`src/rtl/if_fetch_stage.sv`:
```
// ---------------------------------------------------------------------------
// if_fetch_stage
//
// Instruction-fetch stage of the MIPS pipeline. Owns the program counter,
// issues instruction-memory reads and hands {pc, pc+4, instruction} to
// decode through a registered IF/ID slot. A one-entry skid buffer absorbs
// a memory response that arrives while decode is stalled. Redirects from
// later stages (taken branches/jumps) flush the slot and the skid.
//
// Ports:
//   clk          in   rising-edge clock
//   rst          in   asynchronous, active-high reset
//   imem_req     out  read request to instruction memory (REQ/DROP only)
//   imem_addr    out  word-aligned read address, stable while imem_req=1
//   imem_ack     in   memory returns data this cycle (used only with req)
//   imem_rdata   in   instruction word, valid with imem_ack
//   redirect     in   taken branch or jump, sampled every cycle
//   redirect_pc  in   redirect target; bits [1:0] are forced to zero
//   id_stall     in   decode cannot accept a new slot this cycle
//   if_valid     out  IF/ID slot holds a live instruction
//   if_pc        out  address of the slot instruction
//   if_pc_plus4  out  if_pc + 4 (wraps modulo 2^32)
//   if_instr     out  slot instruction word
// ---------------------------------------------------------------------------
module if_fetch_stage #(
  parameter logic [31:0] RESET_PC = 32'h0000_0000
) (
  input  logic        clk,
  input  logic        rst,
  output logic        imem_req,
  output logic [31:0] imem_addr,
  input  logic        imem_ack,
  input  logic [31:0] imem_rdata,
  input  logic        redirect,
  input  logic [31:0] redirect_pc,
  input  logic        id_stall,
  output logic        if_valid,
  output logic [31:0] if_pc,
  output logic [31:0] if_pc_plus4,
  output logic [31:0] if_instr
);

  typedef enum logic [1:0] {
    IDLE = 2'd0,
    REQ  = 2'd1,
    PEND = 2'd2,
    DROP = 2'd3
  } state_t;

  state_t      state;
  state_t      state_nx;

  logic [31:0] pc;
  logic [31:0] pc_nx;
  logic [31:0] tgt;
  logic [31:0] tgt_nx;

  logic        skid_valid;
  logic [31:0] skid_instr;
  logic [31:0] skid_pc;

  logic        slot_free;
  logic        load_slot;
  logic        load_skid;
  logic        move_skid;
  logic [31:0] redirect_al;
  logic [31:0] pc_plus4;

  assign slot_free   = !if_valid || !id_stall;
  assign redirect_al = redirect_pc & 32'hFFFF_FFFC;
  assign pc_plus4    = pc + 32'd4;
  assign imem_addr   = pc;

  // Request is a pure decode of the state: in DROP the old address stays on
  // the bus until the outstanding ack arrives, whose data is then thrown away.
  assign imem_req    = (state == REQ) || (state == DROP);

  // -------------------------------------------------------------------------
  // State register
  // -------------------------------------------------------------------------
  // NOTE: every clocked register uses non-blocking (<=) assignments so that all
  // flops sample pre-edge values; blocking (=) here would create order-dependent
  // races between always_ff blocks.
  always_ff @(posedge clk or posedge rst) begin
    if (rst) begin
      state <= IDLE;
    end else begin
      state <= state_nx;
    end
  end

  // -------------------------------------------------------------------------
  // Next-state and control decode. A redirect overrides both id_stall and the
  // normal fetch flow at the same edge.
  // -------------------------------------------------------------------------
  always_comb begin
    // NOTE: every output of this block receives a default first; a path that
    // skipped an assignment would otherwise infer a latch.
    state_nx  = state;
    pc_nx     = pc;
    tgt_nx    = tgt;
    load_slot = 1'b0;
    load_skid = 1'b0;
    move_skid = 1'b0;

    unique case (state)
      IDLE: begin
        if (redirect) begin
          pc_nx    = redirect_al;
          state_nx = REQ;
        end else if (slot_free) begin
          state_nx = REQ;
        end
      end

      REQ: begin
        if (redirect) begin
          if (imem_ack) begin
            // Returned word belongs to the wrong path: drop it, refetch now.
            pc_nx = redirect_al;
          end else begin
            // Request must complete at the old address before retargeting.
            tgt_nx   = redirect_al;
            state_nx = DROP;
          end
        end else if (imem_ack) begin
          pc_nx = pc_plus4;
          if (slot_free) begin
            load_slot = 1'b1;
          end else begin
            load_skid = 1'b1;
            state_nx  = PEND;
          end
        end
      end

      PEND: begin
        if (redirect) begin
          pc_nx    = redirect_al;
          state_nx = REQ;
        end else if (!id_stall && skid_valid) begin
          move_skid = 1'b1;
          state_nx  = REQ;
        end
      end

      DROP: begin
        if (redirect) begin
          // The most recent redirect always wins.
          tgt_nx = redirect_al;
          if (imem_ack) begin
            pc_nx    = redirect_al;
            state_nx = REQ;
          end
        end else if (imem_ack) begin
          pc_nx    = tgt;
          state_nx = REQ;
        end
      end

      default: state_nx = IDLE;
    endcase
  end

  // -------------------------------------------------------------------------
  // PC and pending-redirect target
  // -------------------------------------------------------------------------
  always_ff @(posedge clk or posedge rst) begin
    if (rst) begin
      pc  <= RESET_PC;
      tgt <= 32'h0;
    end else begin
      pc  <= pc_nx;
      tgt <= tgt_nx;
    end
  end

  // -------------------------------------------------------------------------
  // Skid buffer: holds one response that arrived while decode was stalled.
  // -------------------------------------------------------------------------
  always_ff @(posedge clk or posedge rst) begin
    if (rst) begin
      skid_valid <= 1'b0;
      skid_instr <= 32'h0;
      skid_pc    <= 32'h0;
    end else if (redirect || move_skid) begin
      skid_valid <= 1'b0;
    end else if (load_skid) begin
      skid_valid <= 1'b1;
      skid_instr <= imem_rdata;
      skid_pc    <= pc;
    end
  end

  // -------------------------------------------------------------------------
  // IF/ID slot. Decode consumes the slot on any edge with if_valid=1 and
  // id_stall=0; if nothing new loads on that edge the slot empties.
  // -------------------------------------------------------------------------
  always_ff @(posedge clk or posedge rst) begin
    if (rst) begin
      if_valid    <= 1'b0;
      if_pc       <= 32'h0;
      if_pc_plus4 <= 32'h0;
      if_instr    <= 32'h0;
    end else if (redirect) begin
      if_valid <= 1'b0;
    end else if (load_slot) begin
      if_valid    <= 1'b1;
      if_pc       <= pc;
      if_pc_plus4 <= pc_plus4;
      if_instr    <= imem_rdata;
    end else if (move_skid) begin
      if_valid    <= 1'b1;
      if_pc       <= skid_pc;
      if_pc_plus4 <= skid_pc + 32'd4;
      if_instr    <= skid_instr;
    end else if (if_valid && !id_stall) begin
      if_valid <= 1'b0;
    end
  end

endmodule

```
`config.mk`:
```
export PLATFORM = sky130hd
export DESIGN_NAME = if_fetch_stage
export DESIGN_NICKNAME = d
export VERILOG_FILES = /design/src/rtl/if_fetch_stage.sv
export SDC_FILE = /design/constraint.sdc
export NUM_CORES = 1
export LEC_CHECK = 0
export ABC_CLOCK_PERIOD_IN_PS = 9600
export CAP_MARGIN = 0
export CORE_AREA = 2 2 181 183
export CTS_CLUSTER_SIZE = 28
export DETAILED_ROUTE_END_ITERATION = 16
export DIE_AREA = 0 0 183 185
export SLEW_MARGIN = 15
export SYNTH_ARGS = -nofsm -noshare
export SYNTH_HDL_FRONTEND = slang
export SYNTH_SLANG_ARGS = --single-unit
```
`constraint.sdc`:
```
create_clock -name clk -period 9.6 [get_ports clk]
set_clock_uncertainty 0.15 [all_clocks]
set_input_delay 1.44 -clock clk [delete_from_list [all_inputs] [get_ports clk]]
set_output_delay 1.44 -clock clk [all_outputs]
set_load 0.02 [all_outputs]
```
==> results.cfg, run 1 <==
[timing]
setup_viol = 0
fmax_mhz = 214
holdWs_ns = 0.342
final-max-slew-violation-count = 0
rsz0062_at_grt = no
hold_viol_final = 0
post-route-min-period_ns = 4.68
slew_headroom = 0.259
fin_crit_sh = 0.488
setup_tns_ns = 0
worstMarginPinSlew_ns = 1.11

[clocking]
cts_inserted_buffers = 26
cts_setup_buffers = 0
cts_buffer_depth = 3
cts_tree = yes
clk_pin_slew_ns = 0.05
ctsHoldBuffers = 0
clock_sinks = 224
cts_resized = 0
clk_latency_ns = 0.53
htree_levels = 1
root_buffer = clkbuf_16

[synth]
ys_seq_area_frac = 0.480
synth_area_mm2 = 0.0117
synth_flop_cell = dfrtp_1
synth-edff-count = 0
syn_avg_cell_area_um2 = 9.80
synth_cell_types = 70
synth_fp_nets = 1262
synth_cells = 1191
ys_seq_elements = 224
async_flop_share = 1.00
synth_warnings = 0

[pwr]
p_switching_w = 0.00127
switching_share = 0.351
power_w = 0.00363
p_clk_frac = 0.270
power_density_mw_per_mm2 = 247
p_leak_nw = 5.89
intPower_w = 0.00235
pwr-share-seq = 0.422
peakVddDrop_mv = 0.140
combPwrFrac = 0.308

[final_layout]
stdcell_count = 1754
drive_gt1_frac = 0.134
area_growth_pct = 25.7
fin_nets = 1399
post-route-cell-area_mm2 = 0.0147
diodes = 0
fill_cells = 3073

[worst_setup_path]
crit_path_start_kind = primary input
setup.worst_path.end_class = flop
cp_data_arrival_time_ns = 4.95
worstPathRequired_ns = 9.86
critPathMaxFanout = 69
crit_chain = clkdlybuf4s50_1, buf_4, and2b_1, nand2_1, nor3_4, buf_4, mux2_2
cpPeakStageDelay_ns = 0.77
critPathSlowestCell = buf_4
criticalPathCategory = in -> reg
timing.critical_path.mode_cell = buf_4
worst-path-buf-inv = 3
cp_top_family = simple AND/OR/NAND/NOR gates

[placement]
placed_area_mm2 = 0.0138
port_buffers = 196
dp.cells = 1708
gp_congestion = 0.823
hpwl_mm = 22.7

[global_route]
busiest_layer = met1
grt_start_max_net_pins = 105
antenna_found_initial = 0
grt_usage = 0.200
grt_pass1_vias = 9206
grt_util_met1 = 0.301
grtUsageMet3 = 0.0305
grt_pass1_wl_mm = 53.8
grt-ovfl-total = 0
grtUsageMet2 = 0.301

[run_status]
status = complete, no violations

[run]
max-cap-violations = 0

[route]
initialDrtViolationCount = 742
route.antenna.remaining_nets = 0
wirelength_mm = 34.6
wl_per_cell_um = 19.7
vias = 9827
firstDrtPassIters = 5
drc = 0
avgViaCountPerCell = 5.60

[worst_hold_path]
hp-class = reg -> reg

[floorplan]
core_mm2 = 0.0320
start_util = 0.364
die_y_um = 185
num_rows = 66
dieArea_mm2 = 0.0339
pin_count = 199
die_x_um = 183
## cells in the mapped netlist, drive strengths merged (2+ instances only)
library cell / count / share of area
a211o: 3 / 0.0023
a211oi: 2 / 0.0013
a21boi: 4 / 0.0026
a21o: 4 / 0.0026
a21oi: 31 / 0.014
a222oi: 5 / 0.0043
a22o: 13 / 0.0098
a22oi: 10 / 0.0064
a2bb2oi: 14 / 0.011
a311oi: 2 / 0.0015
a31o: 2 / 0.0015
a31oi: 24 / 0.013
a32o: 2 / 0.0017
and2: 6 / 0.0032
and3: 15 / 0.0080
and4: 5 / 0.0039
buf: 52 / 0.024
clkbuf: 49 / 0.016
dfrtp: 224 / 0.48
ha: 2 / 0.0021
inv: 19 / 0.0061
mux2: 93 / 0.090
mux2i: 6 / 0.0051
nand2: 78 / 0.025
nand2b: 4 / 0.0021
nand3: 45 / 0.025
nand4: 21 / 0.014
nor2: 174 / 0.056
nor2b: 19 / 0.010
nor3: 17 / 0.0086
nor3b: 13 / 0.0088
nor4: 10 / 0.012
o211ai: 11 / 0.0084
o21a: 4 / 0.0026
o21ai: 69 / 0.030
o221ai: 3 / 0.0023
o22a: 5 / 0.0038
o22ai: 74 / 0.040
xnor2: 14 / 0.011
xor2: 29 / 0.022
## path summary, 6_finish.rpt
check	end	start	slack (ns)	cells after the start
min reg2reg	if_instr[7]$_DFFE_PP0P_	if_instr[7]$_DFFE_PP0P_	0.34	2
max reg2reg	if_pc[10]$_DFFE_PP0P_	state[0]$_DFFE_PP0P_	6.13	7
min in group asynchronous	if_instr[13]$_DFFE_PP0P_	rst	1.31	2
max	skid_instr[4]$_DFFE_PP0P_	redirect	4.92	7
max in group asynchronous	if_pc[16]$_DFFE_PP0P_	rst	6.48	3
min	if_instr[7]$_DFFE_PP0P_	if_instr[7]$_DFFE_PP0P_	0.34	2
## power groups by stage
stage                     clock network [W]  logic (W)  registers, W
after global placement                    0    0.00110       0.00153
after CTS                           0.00101    0.00113       0.00152
after global routing                0.00105    0.00121       0.00157
after detailed placement                  0    0.00112       0.00154
after floorplan                           0   0.000565       0.00158
final                              0.000980    0.00112       0.00153
## registers in the layout, summed over array words and instances (netlist names)
signal and flops:
state 2, if_pc 32, if_pc_plus4 30, skid_valid 1, imem_addr 32, tgt 30
skid_pc 32, if_valid 1, skid_instr 32, if_instr 32
## placed cells by master (no fill, tap or decap), drive strengths merged, types with 6 or more instances in the layout
cell type | netlist | layout
dfrtp | 224 | 224
clkdlybuf4s50 | 0 | 196
nor2 | 174 | 174
mux2 | 93 | 93
nand2 | 78 | 78
o22ai | 74 | 74
o21ai | 69 | 69
nand3 | 45 | 45
clkbuf | 49 | 40
a21oi | 31 | 31
xor2 | 29 | 29
a31oi | 24 | 24
nand4 | 21 | 21
nor2b | 19 | 19
inv | 19 | 19
nor3 | 17 | 17
and3 | 15 | 15
a2bb2oi | 14 | 14
xnor2 | 14 | 14
buf | 52 | 14
a22o | 13 | 13
nor3b | 13 | 13
o211ai | 11 | 11
a22oi | 10 | 10
nor4 | 10 | 10
mux2i | 6 | 6
and2 | 6 | 6
## stage by stage
step	utilization	setup slack, ns
finish	0.458	4.92
global route	0.458	4.76
CTS	0.458	4.96
detailed placement	0.431	4.40
global placement	0.431	4.40
floorplan	-	1.88
## cell families (layout without fill, tap and decap cells)
family          count (synthesis)  after routing  share of synthesized area
simple gates                  413            413                      0.181
compound gates                289            289                      0.163
flops                         224            224                      0.480
buf+inv                       121            276                     0.0462
mux                            99             99                     0.0949
xor+xnor                       43             43                     0.0323
fa+ha+maj                       2              2                    0.00214
## cell type report
type | instances | area [µm²] | share of cell area
Clock buffer | 40 | 785 | 0.0535
Clock inverter | 6 | 57.6 | 0.00392
Inverter | 20 | 82.6 | 0.00563
Multi-Input combinational cell | 846 | 5560 | 0.379
Sequential cell | 224 | 5610 | 0.382
Tap cell | 408 | 510 | 0.0348
Timing Repair Buffer | 210 | 2070 | 0.141
## per-layer routing
| layer | share of wire | vias to the layer above | wire (µm) |
|---|---|---|---|
| met2 | 0.44 | 343 | 15100 |
| li1 | - | 4570 | - |
| met5 | 0 | - | 0 |
| met3 | 0.061 | 44 | 2110 |
| met1 | 0.48 | 4870 | 16700 |
| met4 | 0.021 | 0 | 717 |
## tightest hold or removal path, stage by stage (launching register included)
cell	delay, ns
dfrtp_1	0.33
nor2_1	0.05
nor2_1	0.07
Power figures use the tool's default switching activity.
==> run 2: changes to the inputs <==
Settings changed: ABC_CLOCK_PERIOD_IN_PS 9600 to 4300.
Clock period 9.6 ns to 4.3 ns, I/O delays scaled along.
==> results.cfg, run 2 (synthesis results as in run 1) <==
[worst_setup_path]
crit_path_start_kind = flop
setup.worst_path.end_class = output pin
criticalPathCategory = reg -> out
critPathMaxFanout = 54
worstPathRequired_ns = 3.50
cp_data_arrival_time_ns = 2.16

[global_route]
grt-ovfl-total = 0
antenna_found_initial = 0
grt_start_max_net_pins = 80
grt_pass1_wl_mm = 53.8
grt_pass1_vias = 9287
grt_usage = 0.200

[timing]
hold_viol_final = 0
slew_headroom = 0.361
setup_viol = 0
holdWs_ns = 0.340
post-route-min-period_ns = 2.95
rsz0062_at_grt = no
fmax_mhz = 338
final-max-slew-violation-count = 0
fin_crit_sh = 0.687
setup_tns_ns = 0
worstMarginPinSlew_ns = 0.951

[clocking]
ctsHoldBuffers = 0
htree_levels = 1
cts_resized = 0
cts_tree = yes
root_buffer = clkbuf_16
cts_inserted_buffers = 27
cts_buffer_depth = 3
cts_setup_buffers = 0
clock_sinks = 224
clk_latency_ns = 0.54
clk_pin_slew_ns = 0.06

[pwr]
combPwrFrac = 0.306
switching_share = 0.347
p_leak_nw = 6.00
intPower_w = 0.00538
pwr-share-seq = 0.413
p_clk_frac = 0.281
peakVddDrop_mv = 0.310
p_switching_w = 0.00286
power_density_mw_per_mm2 = 554

[final_layout]
register_area_mm2 = 0.00561
drive_gt1_frac = 0.146
fill_cells = 3046
area_growth_pct = 27.5
fin_nets = 1413
diodes = 0
final_common_cell = dfrtp_1
multi_input_area_mm2 = 0.00556
mostFrequentLayoutCells = 224 x dfrtp_1, 196 x clkdlybuf4s50_1, 173 x nor2_1

[placement]
port_buffers = 196
gp_congestion = 0.833
hpwl_mm = 23.7

[worst_hold_path]
hp-class = reg -> reg

[route]
wirelength_mm = 34.6
vias = 9839
initialDrtViolationCount = 685
avgViaCountPerCell = 5.56
route.antenna.remaining_nets = 0
drc = 0
firstDrtPassIters = 5
wl_per_cell_um = 19.6

[run]
max-cap-violations = 0

[floorplan]
core_mm2 = 0.0320
dieArea_mm2 = 0.0339
die_x_um = 183
num_rows = 66
pin_count = 199
die_y_um = 185
start_util = 0.364

[run_status]
status = complete, no violations
-- run 2: cell types whose count changed in the layout (fill, tap and decap cells not counted), sizes merged --
cell	before	now
buf	14	27
clkinvlp	1	2
inv	19	18
clkinv	5	7
clkbuf	40	39
bufinv	1	2
-- run 2: final timing paths --
kind / depth (start not counted) / slack [ns] / startpoint / end
setup / recovery: 2 / 1.35 / state[0]$_DFFE_PP0P_ / imem_req
hold / removal: 2 / 0.34 / if_pc[15]$_DFFE_PP0P_ / if_pc[15]$_DFFE_PP0P_
setup reg to reg: 6 / 1.41 / imem_addr[2]$_DFFE_PP0P_ / if_pc_plus4[20]$_DFFE_PP0P_
hold reg to reg: 2 / 0.34 / if_pc[15]$_DFFE_PP0P_ / if_pc[15]$_DFFE_PP0P_
max in group asynchronous: 3 / 2.85 / rst / tgt[20]$_DFFE_PP0P_
min in group asynchronous: 2 / 0.35 / rst / if_pc[30]$_DFFE_PP0P_
-- run 2: worst max-delay path, cell delays in order (launching register included) --
cell and delay (ns):
dfrtp_1 0.40, buf_4 0.48, clkdlybuf4s50_1 0.71
-- run 2: metal layers --
layer  routed length, µm  track usage
met5                   0            0
met4                 725       0.0461
met3                2050       0.0297
met2               15500        0.309
met1               16400        0.295
-- run 2: through the flow --
step	total power [W]	cells	cell area (µm²)	util	setup WS (ns)
after floorplan	0.00479	1191	11700	-	0.581
after global placement	0.00590	1721	14000	0.436	1.01
after detailed placement	0.00597	1721	14000	0.436	0.918
after CTS	0.00832	1769	14900	0.464	1.34
after global routing	0.00868	1769	14900	0.464	1.14
final	0.00825	1769	14900	0.464	1.35
-- run 2: cell type report --
class | instances | share of cell area
sequential | 224 | 0.377
clock inverter | 9 | 0.00656
timing repair buffer | 223 | 0.149
inverter | 20 | 0.00530
tap | 408 | 0.0343
multi-input combinational | 846 | 0.374
clock buffer | 39 | 0.0545
-- run 2: power groups by stage --
stage	Clock (W)	Sequential (W)	Combinational, W
CTS	0.00237	0.00340	0.00254
global placement	0	0.00341	0.00249
global route	0.00245	0.00350	0.00273
floorplan	0	0.00353	0.00126
finish	0.00231	0.00341	0.00252
detailed placement	0	0.00343	0.00253
